`src/rtl/lcd_src_sched_if.sv`:
```
// Bundle of the scheduler's pixel/handshake signals.
// slave: scheduler side. master: the side that drives the sources, sink ready and select.
interface lcd_src_sched_if;
  logic        i_sel;
  logic        i_sink_ready;
  logic [23:0] o_rgb;
  logic        o_data_vld;
  logic [23:0] i_s0_rgb;
  logic        i_s0_vld;
  logic        i_s0_sof;
  logic        o_s0_ready;
  logic [23:0] i_s1_rgb;
  logic        i_s1_vld;
  logic        i_s1_sof;
  logic        o_s1_ready;
  logic        o_cur_sel;
  logic [15:0] o_underrun_cnt;
  logic [15:0] o_frame_cnt;

  modport slave (
    input  i_sel, i_sink_ready,
    input  i_s0_rgb, i_s0_vld, i_s0_sof,
    input  i_s1_rgb, i_s1_vld, i_s1_sof,
    output o_rgb, o_data_vld, o_s0_ready, o_s1_ready, o_cur_sel,
    output o_underrun_cnt, o_frame_cnt
  );

  modport master (
    output i_sel, i_sink_ready,
    output i_s0_rgb, i_s0_vld, i_s0_sof,
    output i_s1_rgb, i_s1_vld, i_s1_sof,
    input  o_rgb, o_data_vld, o_s0_ready, o_s1_ready, o_cur_sel,
    input  o_underrun_cnt, o_frame_cnt
  );
endinterface

```
`src/rtl/lcd_src_sched.sv`:
```
// Frame-aligned two-source pixel scheduler in front of the LCD sync generator.
// Tracks the panel raster by counting sink-ready cycles, locks the selected source
// to the raster through its SOF marker, and substitutes FILL_RGB on underrun.
// Optional build macro: LCD_SCHED_STATS_EN adds the underrun and frame counters;
// without it both counter outputs read 16'd0.
module lcd_src_sched #(
  parameter int unsigned H_ACTIVE = 800,
  parameter int unsigned V_ACTIVE = 480,
  parameter logic [23:0] FILL_RGB = 24'h000000
) (
  input  logic           clk,
  input  logic           i_rst,
  lcd_src_sched_if.slave bus
);

  localparam int unsigned XW = (H_ACTIVE > 1) ? $clog2(H_ACTIVE) : 1;
  localparam int unsigned YW = (V_ACTIVE > 1) ? $clog2(V_ACTIVE) : 1;
  localparam logic [XW-1:0] X_LAST = XW'(H_ACTIVE - 1);
  localparam logic [YW-1:0] Y_LAST = YW'(V_ACTIVE - 1);

  typedef enum logic [1:0] {StIdle, StSync, StStream, StRecover} state_e;

  state_e          state_q, state_d;
  logic [XW-1:0]   x_q;
  logic [YW-1:0]   y_q;
  logic            cur_sel_q;
  logic [23:0]     rgb_q, rgb_d;
  logic            data_vld_q;

  logic            at_origin;
  logic            at_eof;
  logic            src_vld;
  logic            src_sof;
  logic [23:0]     src_rgb;
  logic            src_ready;
  logic            underrun;

  assign at_origin = (x_q == '0) && (y_q == '0);
  assign at_eof    = bus.i_sink_ready && (x_q == X_LAST) && (y_q == Y_LAST);

  // Only the locked source is ever looked at; the other one simply waits.
  assign src_vld = cur_sel_q ? bus.i_s1_vld : bus.i_s0_vld;
  assign src_sof = cur_sel_q ? bus.i_s1_sof : bus.i_s0_sof;
  assign src_rgb = cur_sel_q ? bus.i_s1_rgb : bus.i_s0_rgb;

  assign bus.o_s0_ready = src_ready && !cur_sel_q;
  assign bus.o_s1_ready = src_ready && cur_sel_q;
  assign bus.o_rgb      = rgb_q;
  assign bus.o_data_vld = data_vld_q;
  assign bus.o_cur_sel  = cur_sel_q;

  // Raster position: advances once per pixel requested by the sync generator.
  always_ff @(posedge clk) begin
    if (i_rst) begin
      x_q <= '0;
      y_q <= '0;
    end else if (bus.i_sink_ready) begin
      if (x_q == X_LAST) begin
        x_q <= '0;
        y_q <= (y_q == Y_LAST) ? '0 : y_q + YW'(1);
      end else begin
        x_q <= x_q + XW'(1);
      end
    end
  end

  // Source selection is only allowed to change at frame boundaries.
  always_ff @(posedge clk) begin
    if (i_rst) begin
      cur_sel_q <= bus.i_sel;
    end else if (at_eof) begin
      cur_sel_q <= bus.i_sel;
    end
  end

  // State register.
  always_ff @(posedge clk) begin
    if (i_rst) begin
      state_q <= StIdle;
    end else begin
      state_q <= state_d;
    end
  end

  // Next state, source ready and the pixel to emit on this sink-ready cycle.
  always_comb begin
    state_d   = state_q;
    src_ready = 1'b0;
    rgb_d     = FILL_RGB;
    underrun  = 1'b0;
    unique case (state_q)
      StIdle: begin
        state_d = StSync;
      end
      StSync: begin
        // Drain stale pixels; hold a SOF pixel until the raster reaches the origin.
        src_ready = src_vld && (!src_sof || (at_origin && bus.i_sink_ready));
        if (src_vld && src_sof && at_origin && bus.i_sink_ready) begin
          rgb_d   = src_rgb;
          state_d = StStream;
        end
      end
      StStream: begin
        src_ready = bus.i_sink_ready;
        if (bus.i_sink_ready) begin
          // Missing pixel, SOF off the origin, or no SOF at the origin all mean
          // the source has lost raster alignment.
          if (!src_vld || (src_sof != at_origin)) begin
            underrun = 1'b1;
            state_d  = at_eof ? StSync : StRecover;
          end else begin
            rgb_d = src_rgb;
            if (at_eof && (bus.i_sel != cur_sel_q)) begin
              state_d = StSync;
            end
          end
        end
      end
      StRecover: begin
        if (at_eof) begin
          state_d = StSync;
        end
      end
      default: begin
        state_d = StIdle;
      end
    endcase
  end

  // Registered pixel output; rgb holds its last value while no pixel is requested.
  always_ff @(posedge clk) begin
    if (i_rst) begin
      rgb_q      <= '0;
      data_vld_q <= 1'b0;
    end else begin
      data_vld_q <= bus.i_sink_ready;
      if (bus.i_sink_ready) begin
        rgb_q <= rgb_d;
      end
    end
  end

`ifdef LCD_SCHED_STATS_EN
  logic [15:0] underrun_cnt_q;
  logic [15:0] frame_cnt_q;

  // Free-running wrap-around statistics.
  always_ff @(posedge clk) begin
    if (i_rst) begin
      underrun_cnt_q <= '0;
      frame_cnt_q    <= '0;
    end else begin
      if (underrun) begin
        underrun_cnt_q <= underrun_cnt_q + 16'd1;
      end
      if (at_eof) begin
        frame_cnt_q <= frame_cnt_q + 16'd1;
      end
    end
  end

  assign bus.o_underrun_cnt = underrun_cnt_q;
  assign bus.o_frame_cnt    = frame_cnt_q;
`else
  logic unused_underrun;
  assign unused_underrun    = underrun;
  assign bus.o_underrun_cnt = 16'd0;
  assign bus.o_frame_cnt    = 16'd0;
`endif

endmodule

```
`src/flat_wrapper.sv`:
```
// flat-port wrapper written by rule: the top's interface ports become plain ports
module lcd_src_sched_flat 
#(
  parameter int unsigned H_ACTIVE = 800,
  parameter int unsigned V_ACTIVE = 480,
  parameter logic [23:0] FILL_RGB = 24'h000000
)
  (clk, i_rst, bus_i_sel, bus_i_sink_ready, bus_i_s0_rgb, bus_i_s0_vld, bus_i_s0_sof, bus_i_s1_rgb, bus_i_s1_vld, bus_i_s1_sof, bus_o_rgb, bus_o_data_vld, bus_o_s0_ready, bus_o_s1_ready, bus_o_cur_sel, bus_o_underrun_cnt, bus_o_frame_cnt);
  lcd_src_sched_if bus_i ();
  input  logic clk;
  input  logic i_rst;
  input wire logic [$bits(bus_i.i_sel)-1:0] bus_i_sel;
  input wire logic [$bits(bus_i.i_sink_ready)-1:0] bus_i_sink_ready;
  input wire logic [$bits(bus_i.i_s0_rgb)-1:0] bus_i_s0_rgb;
  input wire logic [$bits(bus_i.i_s0_vld)-1:0] bus_i_s0_vld;
  input wire logic [$bits(bus_i.i_s0_sof)-1:0] bus_i_s0_sof;
  input wire logic [$bits(bus_i.i_s1_rgb)-1:0] bus_i_s1_rgb;
  input wire logic [$bits(bus_i.i_s1_vld)-1:0] bus_i_s1_vld;
  input wire logic [$bits(bus_i.i_s1_sof)-1:0] bus_i_s1_sof;
  output wire logic [$bits(bus_i.o_rgb)-1:0] bus_o_rgb;
  output wire logic [$bits(bus_i.o_data_vld)-1:0] bus_o_data_vld;
  output wire logic [$bits(bus_i.o_s0_ready)-1:0] bus_o_s0_ready;
  output wire logic [$bits(bus_i.o_s1_ready)-1:0] bus_o_s1_ready;
  output wire logic [$bits(bus_i.o_cur_sel)-1:0] bus_o_cur_sel;
  output wire logic [$bits(bus_i.o_underrun_cnt)-1:0] bus_o_underrun_cnt;
  output wire logic [$bits(bus_i.o_frame_cnt)-1:0] bus_o_frame_cnt;
  assign bus_i.i_sel = bus_i_sel;
  assign bus_i.i_sink_ready = bus_i_sink_ready;
  assign bus_i.i_s0_rgb = bus_i_s0_rgb;
  assign bus_i.i_s0_vld = bus_i_s0_vld;
  assign bus_i.i_s0_sof = bus_i_s0_sof;
  assign bus_i.i_s1_rgb = bus_i_s1_rgb;
  assign bus_i.i_s1_vld = bus_i_s1_vld;
  assign bus_i.i_s1_sof = bus_i_s1_sof;
  assign bus_o_rgb = bus_i.o_rgb;
  assign bus_o_data_vld = bus_i.o_data_vld;
  assign bus_o_s0_ready = bus_i.o_s0_ready;
  assign bus_o_s1_ready = bus_i.o_s1_ready;
  assign bus_o_cur_sel = bus_i.o_cur_sel;
  assign bus_o_underrun_cnt = bus_i.o_underrun_cnt;
  assign bus_o_frame_cnt = bus_i.o_frame_cnt;
  lcd_src_sched #(.H_ACTIVE(H_ACTIVE), .V_ACTIVE(V_ACTIVE), .FILL_RGB(FILL_RGB)) u_core (.clk(clk), .i_rst(i_rst), .bus(bus_i));
endmodule
```
`config.mk`:
```
export PLATFORM = sky130hd
export DESIGN_NAME = lcd_src_sched_flat
export DESIGN_NICKNAME = d
export VERILOG_FILES = /design/src/rtl/lcd_src_sched_if.sv /design/src/rtl/lcd_src_sched.sv /design/src/flat_wrapper.sv
export SDC_FILE = /design/constraint.sdc
export NUM_CORES = 1
export LEC_CHECK = 0
export CAP_MARGIN = 20
export CORE_MARGIN = 5
export CORE_UTILIZATION = 35
export CTS_BUF_LIST = sky130_fd_sc_hd__clkbuf_16
export DETAILED_ROUTE_END_ITERATION = 16
export HOLD_SLACK_MARGIN = 0.1
export PLACE_DENSITY_LB_ADDON = 0.15
export SETUP_SLACK_MARGIN = 0.3
export SYNTH_ARGS = -nofsm -noshare
export SYNTH_HDL_FRONTEND = slang
export SYNTH_SLANG_ARGS = --single-unit
```
`constraint.sdc`:
```
create_clock -name clk -period 3.2 [get_ports clk]
set_input_delay 0.64 -clock clk [delete_from_list [all_inputs] [get_ports clk]]
set_output_delay 0.64 -clock clk [all_outputs]
set_load 0.1 [all_outputs]
```
==> results.md <==
- Slew headroom: a little over a third
- Post-synth top area share: between 30% and 40%
- Fin Setup TNS: 0 ns
- Crit path from: u_core.x_q[8]$_SDFFE_PP0P_
- Unique masters post-synth: 44
- Layout net count: about 450
- Multi-input gate area: about 1600 um2
- Worst path depth: 7
- Synth Flop Type: dfxtp_1
- Sw Share: between 30% and 40%
- Sequential share of the synthesized area: 35.5%
- Critical Path End Type: primary output
- Required @ worst endpoint: about 2.6 ns
- Routed length per instance: 13.5 um
- Largest net degree at the start of global routing: 17
- Pins Over Slew Limit: 0
- Worst Path Max Fanout: 5
- Iter 0 DRT Violations: 89
- Clk_skew: about 0.0043 ns
- Synth warn: 0
- R2R Path End: u_core.bus.o_rgb[1]$_SDFFE_PP0P_
- Router iterations before antenna repair: 4
- Initial Utilization: around a third
- Post-synthesis average cell area: about 9.1 um2
- Clk buf depth: 2
- Area grow syn2layout: 39.4%
- Placed wire-length estimate: around 5000 um
- Synth area leaders: dfxtp_1, mux2i_1, buf_4, o21ai_2, nand2_1
- # DRC: 0
- Fin. Hold Viols: 0
- CTS buffer count: 5
- RSZ-0062 raised after global routing: yes
- WP buf/inv: 1
- Clk Latency, worst-skew pair: ~0.29 ns
- Slew @ Worst Pin: about 0.97 ns
- Worst setup path end: bus_o_s0_ready
- Fraction of layout instances using a drive strength above 1: between 20% and 30%
- Max Cap Violations: 0
- Die X: 97.5 um
- Worst r2r src: u_core.x_q[8]$_SDFFE_PP0P_
- I/O Pins: 116
- Family with the most delay on the worst path: simple AND/OR/NAND/NOR gates
- Via count: 2169
- Reg clk slew, reported paths: about 0.070 ns
- GRT Total Usage: 13.8%
- Top-count cell post-synth: dfxtp_1
- Die ar.: roughly 9500 um2
- EDFF count, synth: 1
- Fin crit period: between 2 and 3 ns
- Input/output buffers: 83
- Vias per cell: 4.44
- CTS tree: done
- F_max: 0.346 GHz
- Max incr delay on CP: approximately 0.55 ns
- Root buf cell: clkbuf_16
- Final WL: roughly 6600 um
- Register bit total from synthesis: between 40 and 50
- Antenna cells: 0
- Total grt overflow: 0
- R2r setup slk: roughly 0.87 ns
- # H-tree levels: 2
- Synth Instances: just under 300
- Status: finished, final reports clean
- First-pass GRT wire length: around 11000 um
- Post-Syn Area: approximately 2700 um2
- Commonest cells in the netlist: dfxtp_1, nand2_1, buf_4, mux2i_1, nor2_1
- Reg power frac: a little over a third
- Worst VDD drop: 227 uV
- Vias in the first global route: about 2100
- Post-DRT Antenna Nets: 0
- Final Cycle Share: 90.2%
- Clk sinks: 47
- Critical Path AT: around 2.3 ns
- Design Power: approximately 1800 uW
- Die height: 97.5 um
- Cell-internal power: 1130 uW
- Cell taking the most area after synthesis: dfxtp_1
- Number of placement rows: 32
- Clock power share: between 30% and 40%
- Switch Pwr: 651 uW
- Storage element area: around 950 um2
- CP Class: flop to primary output
- Class of the worst hold path: flop to flop
- Number of cells on the worst reg-to-reg path: 9
- Initial antenna violation count: 0
- Final setup viols: 0
- Ys async rst share: 0%
- Slowest CP cell: or4_4
- Setup crit start kind: flop
- Pwr/cell area: 477 nW/um2
- Cell leakage power: approximately 0.0016 uW
- Number of fill cells: around 750
- Final hold slack: about 0.46 ns
- RD Place Congestion: ~0.78
- Power share of the combinational group: approximately a third
- Core area: between 7000 and 8000 um2
- CP cell instances: or4_4 -> nor3_4 -> nand3_2 -> nor3_2 -> o21ai_2 -> a211oi_4 -> buf_12
## what timing repair did
action / in CTS / in global routing
resized for setup: 0 / 2
buffers inserted: 2 / 4
pin swaps: 3 / 4
endpoints found under the setup margin: 2 / 2
hold buffers: 0 / 0
## metrics by stage
step | cell area [um2] | utilization [%] | worst slack (ns) | cells
global placement | 3520 | 46.3 | 0.513 | 474
finish | 3730 | 49.1 | 0.313 | 488
detailed placement | 3520 | 46.3 | 0.477 | 474
CTS | 3700 | 48.7 | 0.310 | 484
global route | 3730 | 49.1 | 0.233 | 488
floorplan | 2870 | - | 0.0385 | 324
## per-layer routing
layer / wire length, um / up-vias / global-route usage, %
met5: 0 / - / 0
met2: 3080 / 68 / 21.7
met4: 121 / 0 / 4.90
met1: 2970 / 977 / 17.7
met3: 423 / 9 / 4.38
li1: - / 1115 / -
## cells in the final DEF (no fill, tap or decap), drive strengths merged, types with 7 or more instances in the layout
cell type and n:
xor2 12, inv 9, nand2 39, clkdlybuf4s50 55, conb 32, nand4 7
nor2 26, ha 8, mux2i 29, o21ai 27, dfxtp 46, buf 42
## state kept, by name, indices dropped and copies added (netlist names)
register and cells:
u_core.bus.o_data_vld 1, u_core.x_q 10, u_core.state_q 2, u_core.bus.o_rgb 24, u_core.bus.o_cur_sel 1, u_core.y_q 9
## worst min-delay path: cells and delay by family, from the launching register on
kind            cells  cell delay, ns
compound gates      1            0.04
flops               1            0.33
simple gates        1            0.06
## area by class of cell
type	count	area share, %
repair buffers	97	23.9
clock inverters	2	0.369
flip-flops and latches	47	25.5
multi-input cells	225	41.9
clock buffers	6	4.02
well taps	102	3.42
inverters	9	0.905
## power by group through the flow
| stage | Combinational (uW) | Clock (uW) | Sequential (uW) |
|---|---|---|---|
| floorplan | 430 | 0 | 686 |
| global route | 627 | 611 | 629 |
| CTS | 588 | 582 | 627 |
| finish | 590 | 565 | 627 |
| detailed placement | 583 | 0 | 640 |
| global placement | 580 | 0 | 640 |
## kinds of logic (layout without fill, tap and decap cells)
kind of cell / after synthesis / after routing / share of synthesized area (%)
fa+ha+maj: 8 / 8 / 3.74
xor+xnor: 17 / 17 / 5.56
simple gates: 100 / 100 / 20.1
compound gates: 37 / 37 / 10.7
other cells: 1 / 32 / 0.140
flops: 47 / 47 / 35.5
buf+inv: 52 / 114 / 12.4
mux: 31 / 31 / 11.8
## worst min path at each step
stage	from	end	slack, ns	depth (start not counted)
after floorplan	u_core.x_q[9]$_SDFFE_PP0P_	u_core.x_q[9]$_SDFFE_PP0P_	0.45	2
after global placement	u_core.bus.o_rgb[0]$_SDFFE_PP0P_	u_core.bus.o_rgb[0]$_SDFFE_PP0P_	0.44	2
after detailed placement	u_core.bus.o_rgb[10]$_SDFFE_PP0P_	u_core.bus.o_rgb[10]$_SDFFE_PP0P_	0.44	2
after CTS	u_core.bus.o_rgb[17]$_SDFFE_PP0P_	u_core.bus.o_rgb[17]$_SDFFE_PP0P_	0.46	2
after global routing	u_core.bus.o_rgb[12]$_SDFFE_PP0P_	u_core.bus.o_rgb[12]$_SDFFE_PP0P_	0.48	2
final	u_core.bus.o_rgb[10]$_SDFFE_PP0P_	u_core.bus.o_rgb[10]$_SDFFE_PP0P_	0.46	2
No activity file was read; power rests on OpenSTA's default activity.
